--- src/rtl/decoder_pkg.sv ---
// Shared encodings for decoder_seq: command modes, FSM states and output-width helper.
package decoder_pkg;

  localparam logic [1:0] MODE_STATIC = 2'b00;
  localparam logic [1:0] MODE_PULSE  = 2'b01;
  localparam logic [1:0] MODE_SCAN   = 2'b10;

  typedef enum logic [1:0] {
    IDLE  = 2'd0,
    HOLD  = 2'd1,
    PULSE = 2'd2,
    SCAN  = 2'd3
  } state_e;

  function automatic int out_w(input int sel_w);
    return 1 << sel_w;
  endfunction

endpackage

--- src/rtl/onehot_decode.sv ---
// Combinational SEL_W-to-2^SEL_W one-hot decoder; all-zero when en is low.
module onehot_decode
  import decoder_pkg::*;
#(
  parameter int SEL_W = 2
) (
  input  logic                     en,
  input  logic [SEL_W-1:0]         sel,
  output logic [out_w(SEL_W)-1:0]  y
);

  always_comb begin
    y = '0;
    if (en) y[sel] = 1'b1;
  end

endmodule

--- src/rtl/decoder_seq.sv ---
// Registered one-hot decoder with STATIC / PULSE / SCAN sequencing.
// Build option: define DECODER_SEQ_ACTIVE_LOW_EN to drive y one-cold (idle value all ones).
module decoder_seq
  import decoder_pkg::*;
#(
  parameter int SEL_W     = 2,
  parameter int DIV_W     = 8,
  parameter int PULSE_LEN = 4
) (
  input  logic                     clk,
  input  logic                     rst_n,
  input  logic                     en,
  input  logic                     load,
  input  logic [1:0]               mode,
  input  logic [SEL_W-1:0]         sel,
  input  logic [DIV_W-1:0]         div,
  output logic [out_w(SEL_W)-1:0]  y,
  output logic [SEL_W-1:0]         idx,
  output logic                     busy
);

  localparam int         OUT_W     = out_w(SEL_W);
  localparam logic [7:0] PLEN_LAST = 8'(PULSE_LEN - 1);
`ifdef DECODER_SEQ_ACTIVE_LOW_EN
  localparam logic [OUT_W-1:0] Y_IDLE = '1;
`else
  localparam logic [OUT_W-1:0] Y_IDLE = '0;
`endif

  state_e             state_q, state_d;
  logic [SEL_W-1:0]   idx_q, idx_d;
  logic [DIV_W-1:0]   cnt_q, cnt_d;
  logic [DIV_W-1:0]   div_q, div_d;
  logic [7:0]         pcnt_q, pcnt_d;
  logic [OUT_W-1:0]   y_q, y_d;
  logic               busy_q, busy_d;
  logic               dec_en;
  logic [OUT_W-1:0]   dec_y;

  // A load re-seeds every counter, so an in-flight sequence restarts without a gap.
  always_comb begin
    state_d = state_q;
    idx_d   = idx_q;
    cnt_d   = cnt_q;
    div_d   = div_q;
    pcnt_d  = pcnt_q;
    dec_en  = 1'b0;
    if (!en) begin
      state_d = IDLE;
      cnt_d   = '0;
      pcnt_d  = '0;
    end else if (load) begin
      idx_d  = sel;
      cnt_d  = '0;
      pcnt_d = '0;
      div_d  = div;
      dec_en = 1'b1;
      case (mode)
        MODE_PULSE: state_d = PULSE;
        MODE_SCAN:  state_d = SCAN;
        default:    state_d = HOLD;
      endcase
    end else begin
      case (state_q)
        HOLD: dec_en = 1'b1;
        PULSE: begin
          if (pcnt_q == PLEN_LAST) begin
            state_d = IDLE;
            pcnt_d  = '0;
          end else begin
            pcnt_d = pcnt_q + 8'd1;
            dec_en = 1'b1;
          end
        end
        SCAN: begin
          dec_en = 1'b1;
          if (cnt_q == div_q) begin
            cnt_d = '0;
            idx_d = idx_q + 1'b1;
          end else begin
            cnt_d = cnt_q + 1'b1;
          end
        end
        default: ;
      endcase
    end
    busy_d = (state_d == PULSE) || (state_d == SCAN);
  end

  onehot_decode #(.SEL_W(SEL_W)) u_dec (
    .en  (dec_en),
    .sel (idx_d),
    .y   (dec_y)
  );

`ifdef DECODER_SEQ_ACTIVE_LOW_EN
  assign y_d = ~dec_y;
`else
  assign y_d = dec_y;
`endif

  always_ff @(posedge clk or negedge rst_n) begin
    if (!rst_n) begin
      state_q <= IDLE;
      idx_q   <= '0;
      cnt_q   <= '0;
      div_q   <= '0;
      pcnt_q  <= '0;
      y_q     <= Y_IDLE;
      busy_q  <= 1'b0;
    end else begin
      state_q <= state_d;
      idx_q   <= idx_d;
      cnt_q   <= cnt_d;
      div_q   <= div_d;
      pcnt_q  <= pcnt_d;
      y_q     <= y_d;
      busy_q  <= busy_d;
    end
  end

  assign y    = y_q;
  assign idx  = idx_q;
  assign busy = busy_q;

endmodule
--- config.mk ---
export PLATFORM = sky130hd
export DESIGN_NAME = decoder_seq
export DESIGN_NICKNAME = d
export VERILOG_FILES = /design/src/rtl/decoder_pkg.sv /design/src/rtl/onehot_decode.sv /design/src/rtl/decoder_seq.sv
export SDC_FILE = /design/constraint.sdc
export NUM_CORES = 1
export LEC_CHECK = 0
export BUFFER_PORTS_ARGS = -buffer_cell sky130_fd_sc_hd__buf_2
export CELL_PAD_IN_SITES_DETAIL_PLACEMENT = 0
export CELL_PAD_IN_SITES_GLOBAL_PLACEMENT = 1
export CORE_MARGIN = 2
export CORE_UTILIZATION = 31
export DETAILED_ROUTE_END_ITERATION = 8
export GPL_TIMING_DRIVEN = 1
export MAX_ROUTING_LAYER = met4
export PLACE_DENSITY_LB_ADDON = 0.1
export SYNTH_ARGS = -nofsm -noshare
export SYNTH_HDL_FRONTEND = slang
export SYNTH_SLANG_ARGS = --single-unit
--- constraint.sdc ---
create_clock -name clk -period 1.9 [get_ports clk]
set_input_delay 0.095 -clock clk [delete_from_list [all_inputs] [get_ports clk]]
set_output_delay 0.095 -clock clk [all_outputs]
set_load 0.05 [all_outputs]
* Yosys cells after proc, flatten, opt, wreduce, memory -nomap -nowiden
Index checks and enable logic that the tools add are counted.
Widths: inputs -> output; s select.
** Storage, ports and cells
- Register bits :: 33
- Word-level logic and storage cells :: 51
- Output and inout bits :: 7
- Input port bits :: 16
** Operators by class
- $lt $le $gt $ge :: 2
- Multiplexer cells :: 24
- Equal/unequal tests :: 11
- Reduce and logical (&&, ||, !) cells :: 4
- $add $sub $neg :: 3
** Operator list (number)
- $mux 8 :: 8
- $add 8x1->8 const B :: 2
- $mux 2 :: 8
- $eq 2x2->1 const B :: 5
- $eq 8x2->1 const B :: 1
- $eq 8x8->1 :: 1
- $ne 3x1->1 const B :: 2
- $eq 2x1->1 const B :: 2
- $mux 1 :: 4
- $mux 4 :: 1
- $pmux 2 s2 :: 1
- $lt 2x3->1 const B :: 1
- $add 2x1->2 const B :: 1
- $demux 1 s2 :: 1
- $ge 2x1->1 const B :: 1
- $pmux 1 s2 :: 1
- $reduce_and 2->1 :: 1
- $reduce_or 2->1 :: 1
- $logic_and 1x1->1 :: 1
- $logic_or 1x1->1 :: 1

* Logic depth before layout (Yosys ltp)
Gate-level depths: netlist of run 1.
- Depth after elaboration :: 10
- Mapped depth :: 6
- Mapped depth without buffers :: 6

* Hierarchy
Synthesis of run 1 repeated with hierarchy kept, for this count alone.
** Second synthesis, totals
- Cells, all modules :: 157
- Area total of the unflattened synthesis :: 1629.1 um^2
** By module, submodules not included
- decoder_seq :: times used 1, cells an instance 153, area each 1591.5 um^2, seq. area each 825.8 um^2
- onehot_decode :: times used 1, cells an instance 4, area each 37.5 um^2, seq. area each 0.0 um^2

* Worst setup path after synthesis of run 1
OpenSTA, ideal clock, no wires.
- Path type :: reg2reg
- Start point :: register pcnt_q[0]
- End point :: register pcnt_q[6]
- Library setup time :: 0.079 ns
- Arrival time :: 1.546 ns
- Setup slack :: 0.275 ns
- Buffers on the path :: 0
- Cell stages (with the launch flop) :: 6
- Path through :: dfrtp_1 -> ha_1 -> nor4b_1 -> and2_1 -> or4_1 -> a21oi_1
** On the way
- Cells in the longest elaborated chain, start to end :: 5
- Elaborated cells between the ends (all ways) :: 6
- Those cells by class :: add/sub: 1; eq/ne: 1; mux: 4
** Ends and longest elaborated chain
- start, declared :: RTL line decoder_seq.sv:34 : logic [7:0] pcnt_q, pcnt_d;
- start signal, assigned :: RTL line decoder_seq.sv:116 : pcnt_q <= pcnt_d;
- $add 8x1->8 / $eq 8x2->1 (equally long branches) :: RTL line decoder_seq.sv:71, decoder_seq.sv:67
- $mux 8 * :: RTL line decoder_seq.sv:67 : if (pcnt_q == PLEN_LAST) begin
- $mux 8 * :: RTL line decoder_seq.sv:64 : case (state_q)
- $mux 8 * :: RTL line decoder_seq.sv:52 : end else if (load) begin
- $mux 8 * :: RTL line decoder_seq.sv:48 : if (!en) begin
Every way passes the cells marked *; elsewhere a longest branch is shown, timed or not. The select of a mux whose other input is x is not followed.
A chain may end at the register's enable or synchronous reset.

* Worst setup path after layout of run 1
Same ends and word-level chain as after synthesis.

==> results of run 1 <==
-- cells in the mapped netlist, types with 2 or more instances --
| cell | n |
|---|---|
| o211ai_1 | 2 |
| nand4_1 | 7 |
| and3_1 | 3 |
| dfrtp_1 | 33 |
| nand2b_1 | 2 |
| xor2_1 | 7 |
| nand2_1 | 11 |
| mux2_2 | 8 |
| nand2_2 | 2 |
| o21ai_0 | 3 |
| ha_1 | 3 |
| nand3_1 | 5 |
| nor3_1 | 4 |
| nor2_1 | 11 |
| and2_1 | 7 |
| and4_1 | 3 |
| inv_1 | 2 |
| buf_2 | 3 |
| xnor2_1 | 10 |
| a21oi_1 | 11 |
| nor2b_1 | 2 |
-- routing by layer --
metal  part of all wire  vias to the layer above  routed length [um]  GRT usage
met5                  0                        -                   0          -
met4             0.0083                        0                  29    0.05893
met3              0.027                        2                  94    0.03529
met2               0.48                       16                1686     0.2035
met1               0.48                      576                1667     0.1726
li1                   -                      618                   -          -
-- worst register-to-register path: stages, from the launching register on --
cell and delay [ns]:
dfrtp_1 0.41, ha_1 0.25, nor4b_2 0.17, and2_1 0.18
or4_1 0.50, a21oi_1 0.15
-- what timing repair did --
action	CTS	global route
resized for setup	0	2
endpoints found under the hold margin	33	0
hold buffers	1	0
setup endpoints to repair	0	6
buffers inserted	0	1
-- registers in the layout (all words and copies together), names as in the netlist --
signal	count
idx	2
pcnt_q	8
y	4
state_q	2
div_q	8
busy	1
cnt_q	8
-- stage by stage --
| stage | setup slack, ns | power, mW | utilization | instances | hold WS [ns] |
|---|---|---|---|---|---|
| after floorplan | 0.2754 | 0.9463 | - | 155 | -0.2006 |
| after global placement | 0.1958 | 1.019 | 0.3656 | 249 | 0.2129 |
| after CTS | 0.1093 | 1.556 | 0.3844 | 257 | 0.03528 |
| final | 0.1614 | 1.535 | 0.3885 | 258 | 0.04555 |
| after global routing | 0.03014 | 1.632 | 0.3885 | 258 | 0.03773 |
| after detailed placement | 0.1216 | 1.024 | 0.3656 | 249 | 0.2151 |
-- cell families (layout without fill, tap and decap cells) --
family          Yosys count  count (layout)  share of synthesized area
simple gates             64              64                     0.2164
flops                    33              33                     0.4977
compound gates           22              22                    0.08144
xor+xnor                 18              18                    0.09955
mux                      10              10                    0.06863
buf+inv                   5              38                    0.01357
fa+ha+maj                 3               3                    0.02263
-- area by class of cell --
class	count	area, um^2
Sequential cell	33	825.8
Fill cell	566	3143
Inverter	2	7.507
Clock buffer	7	86.33
Tap cell	70	87.58
Multi-Input combinational cell	117	824.5
Timing Repair Buffer	29	165.2
-- power breakdown --
part	leakage [nW]	total (mW)	internal, mW	switching, mW
clock	0.0443	0.521	0.287	0.234
sequential	0.436	0.778	0.745	0.0325
combinational	0.412	0.236	0.0974	0.138
-- how the worst min path moves through the flow --
stage | slack [ns] | end
2_1_floorplan | -0.20 | busy
3_3_place_gp | 0.21 | pcnt_q[3]
3_5_place_dp | 0.22 | pcnt_q[4]
4_1_cts | 0.04 | div_q[2]
5_1_grt | 0.04 | div_q[6]
6_report | 0.05 | div_q[2]
==> impl_metrics.py, run 1 <==
metrics = {
    "sta": {
        "maxSlewHeadroom": 0.5143,
        "grt_setup_unrepaired": "no",
        "hold_violations": 0,
        "period_needed_ns": 1.739,
        "finClkSkew_ns": 0.003429,
        "finalSetupTns_ns": 0,
        "setup-violations-final": 0,
        "maxSlewViolCount": 0,
        "fmaxAchievable_mhz": 575.2,
        "worstMarginPinSlew_ns": 0.7286,
        "fin_crit_sh": 0.9151,
    },
    "routing": {
        "wl_mm": 3.477,
        "viasPerCell": 4.698,
        "drcViolationCount": 0,
        "drtIter0Drc": 20,
        "ant_nets": 0,
        "via_count": 1212,
        "wire_per_inst_um": 13.48,
        "dr.pass1.iters": 4,
    },
    "logic_synthesis": {
        "ys_ff_latch": 33,
        "synth_area_leader_cell": "dfrtp_1",
        "syn_area_per_cell_um2": 10.70,
        "synth_edf_count": 0,
        "syn-cell-area_mm2": 0.001659,
        "synthesis.nets": 174,
        "netlist_instances": 155,
        "synth_area_leaders": "dfrtp_1, mux2_2, xnor2_1",
        "synth-main-ff-cell": "dfrtp_1",
        "synth.top_cell.area_share": 0.4977,
        "ys_warn_count": 0,
        "ys_async_sr_fraction": 1.000,
        "synth.distinct_cells": 37,
        "synth-seq-area-share": 0.4977,
    },
    "setup_path": {
        "crit_family": "simple AND/OR/NAND/NOR gates",
        "critPathKind": "register to register",
        "r2r-end": "pcnt_q[6]",
        "arrival_ns": 1.94,
        "crit_path_end": "pcnt_q[6]",
        "worstPathCellList": "ha_1, nor4b_2, and2_1, or4_1, a21oi_1",
        "worstSetupStartpoint": "pcnt_q[0]",
        "worstPathRequired_ns": 2.10,
        "start_kind": "register",
        "path_max_fanout": 4,
        "ff2ff_setup_slack_ns": 0.16,
        "cp.depth": 5,
        "rr_worst_depth": 5,
        "slowest_stage": "or4_1",
        "endpoint_kind": "register",
        "r2r_start": "pcnt_q[0]",
        "worst-path-buf-inv": 0,
        "critPathMaxStageDelay_ns": 0.50,
    },
    "placed_design": {
        "place.gp.congestion": 0.8116,
        "port_buffers": 22,
        "dpl_cell_area_mm2": 0.001879,
        "dp_hpwl_mm": 2.628,
    },
    "pwr": {
        "cellPowerDensity_mw_per_mm2": 768.5,
        "irDropWorstVdd_mv": 0.2722,
        "power.leakage_nw": 0.8921,
    },
    "global_route": {
        "grt_pass1_vias": 1259,
        "globalRouteOverflowTotal": 0,
        "grt_pass1_wl_mm": 5.968,
        "grt_max_degree": 34,
        "grtUsageTotal": 0.1355,
        "antenna_found_initial": 0,
    },
    "finish": {
        "diodes": 0,
        "final_area_mm2": 0.001997,
        "area_growth_pct": 20.36,
        "final_nets": 207,
        "drive_gt1_frac": 0.2713,
        "final_cell_mix": "dfrtp_1, buf_2, nor2_1, nand2_1, a21oi_1",
        "final_common_cell": "dfrtp_1",
    },
    "hold_path": {
        "min_path_type": "input port to register",
        "hold_depth": 2,
        "worstHoldStart": "div[2]",
    },
    "clock_tree": {
        "cts_sinks": 33,
        "cts_buffers": 5,
        "cts_tree": "done",
        "clockBufferDepth": 2,
        "clk_latency_ns": 0.28,
        "clk_pin_slew_worst_paths_ns": 0.06,
        "root_buffer": "clkbuf_8",
        "h-tree-depth": 2,
    },
    "floorplan": {
        "boundaryPins": 23,
        "die_y_um": 77.16,
        "core_area_mm2": 0.005140,
        "rows": 26,
        "start_util": 0.3228,
        "dieArea_mm2": 0.005953,
        "die_w_um": 77.16,
    },
    "run_status": {
        "status": "complete, no violations",
    },
    "run": {
        "maxCapViolCount": 0,
    },
}
No activity file was read; power rests on OpenSTA's default activity.
==> run 2, diff against run 1 <==
Settings changed: CELL_PAD_IN_SITES_DETAIL_PLACEMENT 0 to unset, CELL_PAD_IN_SITES_GLOBAL_PLACEMENT 1 to unset, HOLD_SLACK_MARGIN set to 0.15, PLACE_DENSITY_LB_ADDON 0.1 to unset.
==> run 2 against run 1 <==
Effect of this change:
- die area stayed put
- power increased by 0.27%
- sequential power down 0.5%
- global-route usage decreased by 1.6 points
- wire length fell by 9.3%
- non-clock buffer count is 10 higher
- hold slack better by 0.15 ns
- critical path depth is the same
- clock skew about the same
- sequential share of layout area shrank 1.9 points
- final area increased by 4.8%
- via count up 2.9%
- critical path type unchanged
- largest cell class unchanged
==> impl_metrics.py, run 2 (synthesized netlist as in run 1, its figures left out) <==
metrics = {
    "pwr": {
        "pwr-share-comb": 0.165,
        "p_seq_frac": 0.503,
        "power.share.clock": 0.332,
        "power.leakage_nw": 0.9311,
        "irDropWorstVdd_mv": 0.3608,
        "cellPowerDensity_mw_per_mm2": 735.6,
        "p_sw_mw": 0.4299,
        "intPower_mw": 1.109,
        "switching_share": 0.2794,
    },
    "placed_design": {
        "port_buffers": 22,
        "dpl_cell_area_mm2": 0.001879,
        "dp_cells": 249,
        "dp_hpwl_mm": 2.250,
        "place.gp.congestion": 0.8208,
    },
    "sta": {
        "maxSlewViolCount": 0,
        "fin_crit_sh": 0.9212,
        "finalSetupTns_ns": 0,
        "hold_violations": 0,
        "setup-violations-final": 0,
        "worstMarginPinSlew_ns": 0.7476,
        "period_needed_ns": 1.750,
        "grt_setup_unrepaired": "no",
        "fmaxAchievable_mhz": 571.3,
        "finClkSkew_ns": 0.003106,
        "maxSlewHeadroom": 0.5016,
    },
    "finish": {
        "diodes": 0,
        "instances_no_fill": 269,
        "final_area_mm2": 0.002092,
        "final_common_cell": "dfrtp_1",
        "final_cell_mix": "dfrtp_1, buf_2, nor2_1, nand2_1, a21oi_1",
        "area_growth_pct": 26.09,
        "top_regs": "cnt_q x8, div_q x8, pcnt_q x8",
        "drive_gt1_frac": 0.2714,
        "final_nets": 217,
    },
    "routing": {
        "dr.pass1.iters": 4,
        "highest_layer": "met4",
        "wl_met1_mm": 1.549,
        "wire_per_inst_um": 11.72,
        "drcViolationCount": 0,
        "viasPerCell": 4.636,
        "wl_met2_mm": 1.430,
        "wl_met3_um": 130,
        "via_count": 1247,
        "ant_nets": 0,
        "wl_mm": 3.154,
        "drtIter0Drc": 26,
    },
    "clock_tree": {
        "root_buffer": "clkbuf_8",
        "clockBufferDepth": 2,
        "clk_pin_slew_worst_paths_ns": 0.07,
        "cts_sinks": 33,
        "clk_latency_ns": 0.28,
        "cts_tree": "done",
        "cts_buffers": 5,
        "h-tree-depth": 2,
    },
    "global_route": {
        "grt_max_degree": 34,
        "antenna_found_initial": 0,
        "grt_pass1_vias": 1163,
        "grtUsageTotal": 0.1195,
        "grt_pass1_wl_mm": 5.533,
        "globalRouteOverflowTotal": 0,
    },
    "floorplan": {
        "die_y_um": 77.16,
        "die_w_um": 77.16,
        "core_area_mm2": 0.005140,
        "rows": 26,
        "dieArea_mm2": 0.005953,
        "start_util": 0.3228,
        "boundaryPins": 23,
    },
    "run_status": {
        "status": "complete, no violations",
    },
    "setup_path": {
        "worstPathRequired_ns": 2.11,
        "endpoint_kind": "register",
        "arrival_ns": 1.96,
        "path_max_fanout": 4,
        "critPathKind": "register to register",
        "start_kind": "register",
    },
    "hold_path": {
        "min_path_type": "input port to register",
    },
    "run": {
        "maxCapViolCount": 0,
    },
}
run 2: changes by cell type in the layout (fill, tap and decap cells not counted):
cell | before | now
dlygate4sd3_1 | 1 | 10
clkinv_2 | 0 | 2
buf_4 | 6 | 7
clkbuf_1 | 1 | 0
clkbuf_8 | 6 | 5
clkinvlp_4 | 0 | 1
nor3b_1 | 1 | 0
nor3b_2 | 1 | 2
xnor2_1 | 9 | 10
xnor2_2 | 2 | 1
run 2: stage by stage:
| step | utilization | hold slack (ns) | setup slack [ns] | power, mW |
|---|---|---|---|---|
| after CTS | 0.4019 | 0.1816 | 0.1163 | 1.564 |
| after global routing | 0.4070 | 0.2238 | 0.01757 | 1.632 |
| final | 0.4070 | 0.1946 | 0.1496 | 1.539 |
| after floorplan | - | -0.2006 | 0.2754 | 0.9463 |
| after global placement | 0.3656 | 0.2126 | 0.1786 | 1.017 |
| after detailed placement | 0.3656 | 0.2092 | 0.1264 | 1.019 |
run 2: cell type report:
class / instances / area (um^2)
clock inverters: 3 / 17.52
flip-flops and latches: 33 / 825.8
well taps: 70 / 87.58
clock buffers: 5 / 68.82
repair buffers: 39 / 262.8
fillers: 548 / 3048
multi-input cells: 117 / 822.0
inverters: 2 / 7.507
run 2: worst paths after layout:
kind	start	endpoint	slack, ns	depth (start not counted)
setup reg to reg	pcnt_q[0]	pcnt_q[6]	0.15	5
setup / recovery	pcnt_q[0]	pcnt_q[6]	0.15	5
max in group asynchronous	rst_n	cnt_q[5]	1.00	2
min in group asynchronous	rst_n	div_q[6]	0.42	2
hold reg to reg	div_q[4]	div_q[4]	0.53	1
hold / removal	load	state_q[0]	0.19	2
run 2: metal layers:
layer,track usage,vias up
met4,0.03750,0
met2,0.1696,22
met1,0.1659,581
met3,0.03294,7
li1,-,637
met5,-,-
run 2: what timing repair did:
action	4_1_cts	5_1_grt
hold endpoints to repair	44	0
hold buffers	10	0
setup buffers	0	2
resized for setup	0	2
endpoints found under the setup margin	0	5
run 2: power by group through the flow:
stage / Clock [mW] / Sequential [mW] / Combinational, mW
final: 0.511 / 0.774 / 0.254
after global routing: 0.574 / 0.780 / 0.278
after CTS: 0.542 / 0.775 / 0.247
after detailed placement: 0 / 0.788 / 0.231
after global placement: 0 / 0.788 / 0.229
after floorplan: 0 / 0.830 / 0.116
run 2: worst max-delay path, cell delays in order, from the launching register on:
cell     delay [ns]
dfrtp_1        0.41
ha_1           0.25
nor4b_2        0.18
and2_1         0.18
or4_1          0.51
a21oi_1        0.15
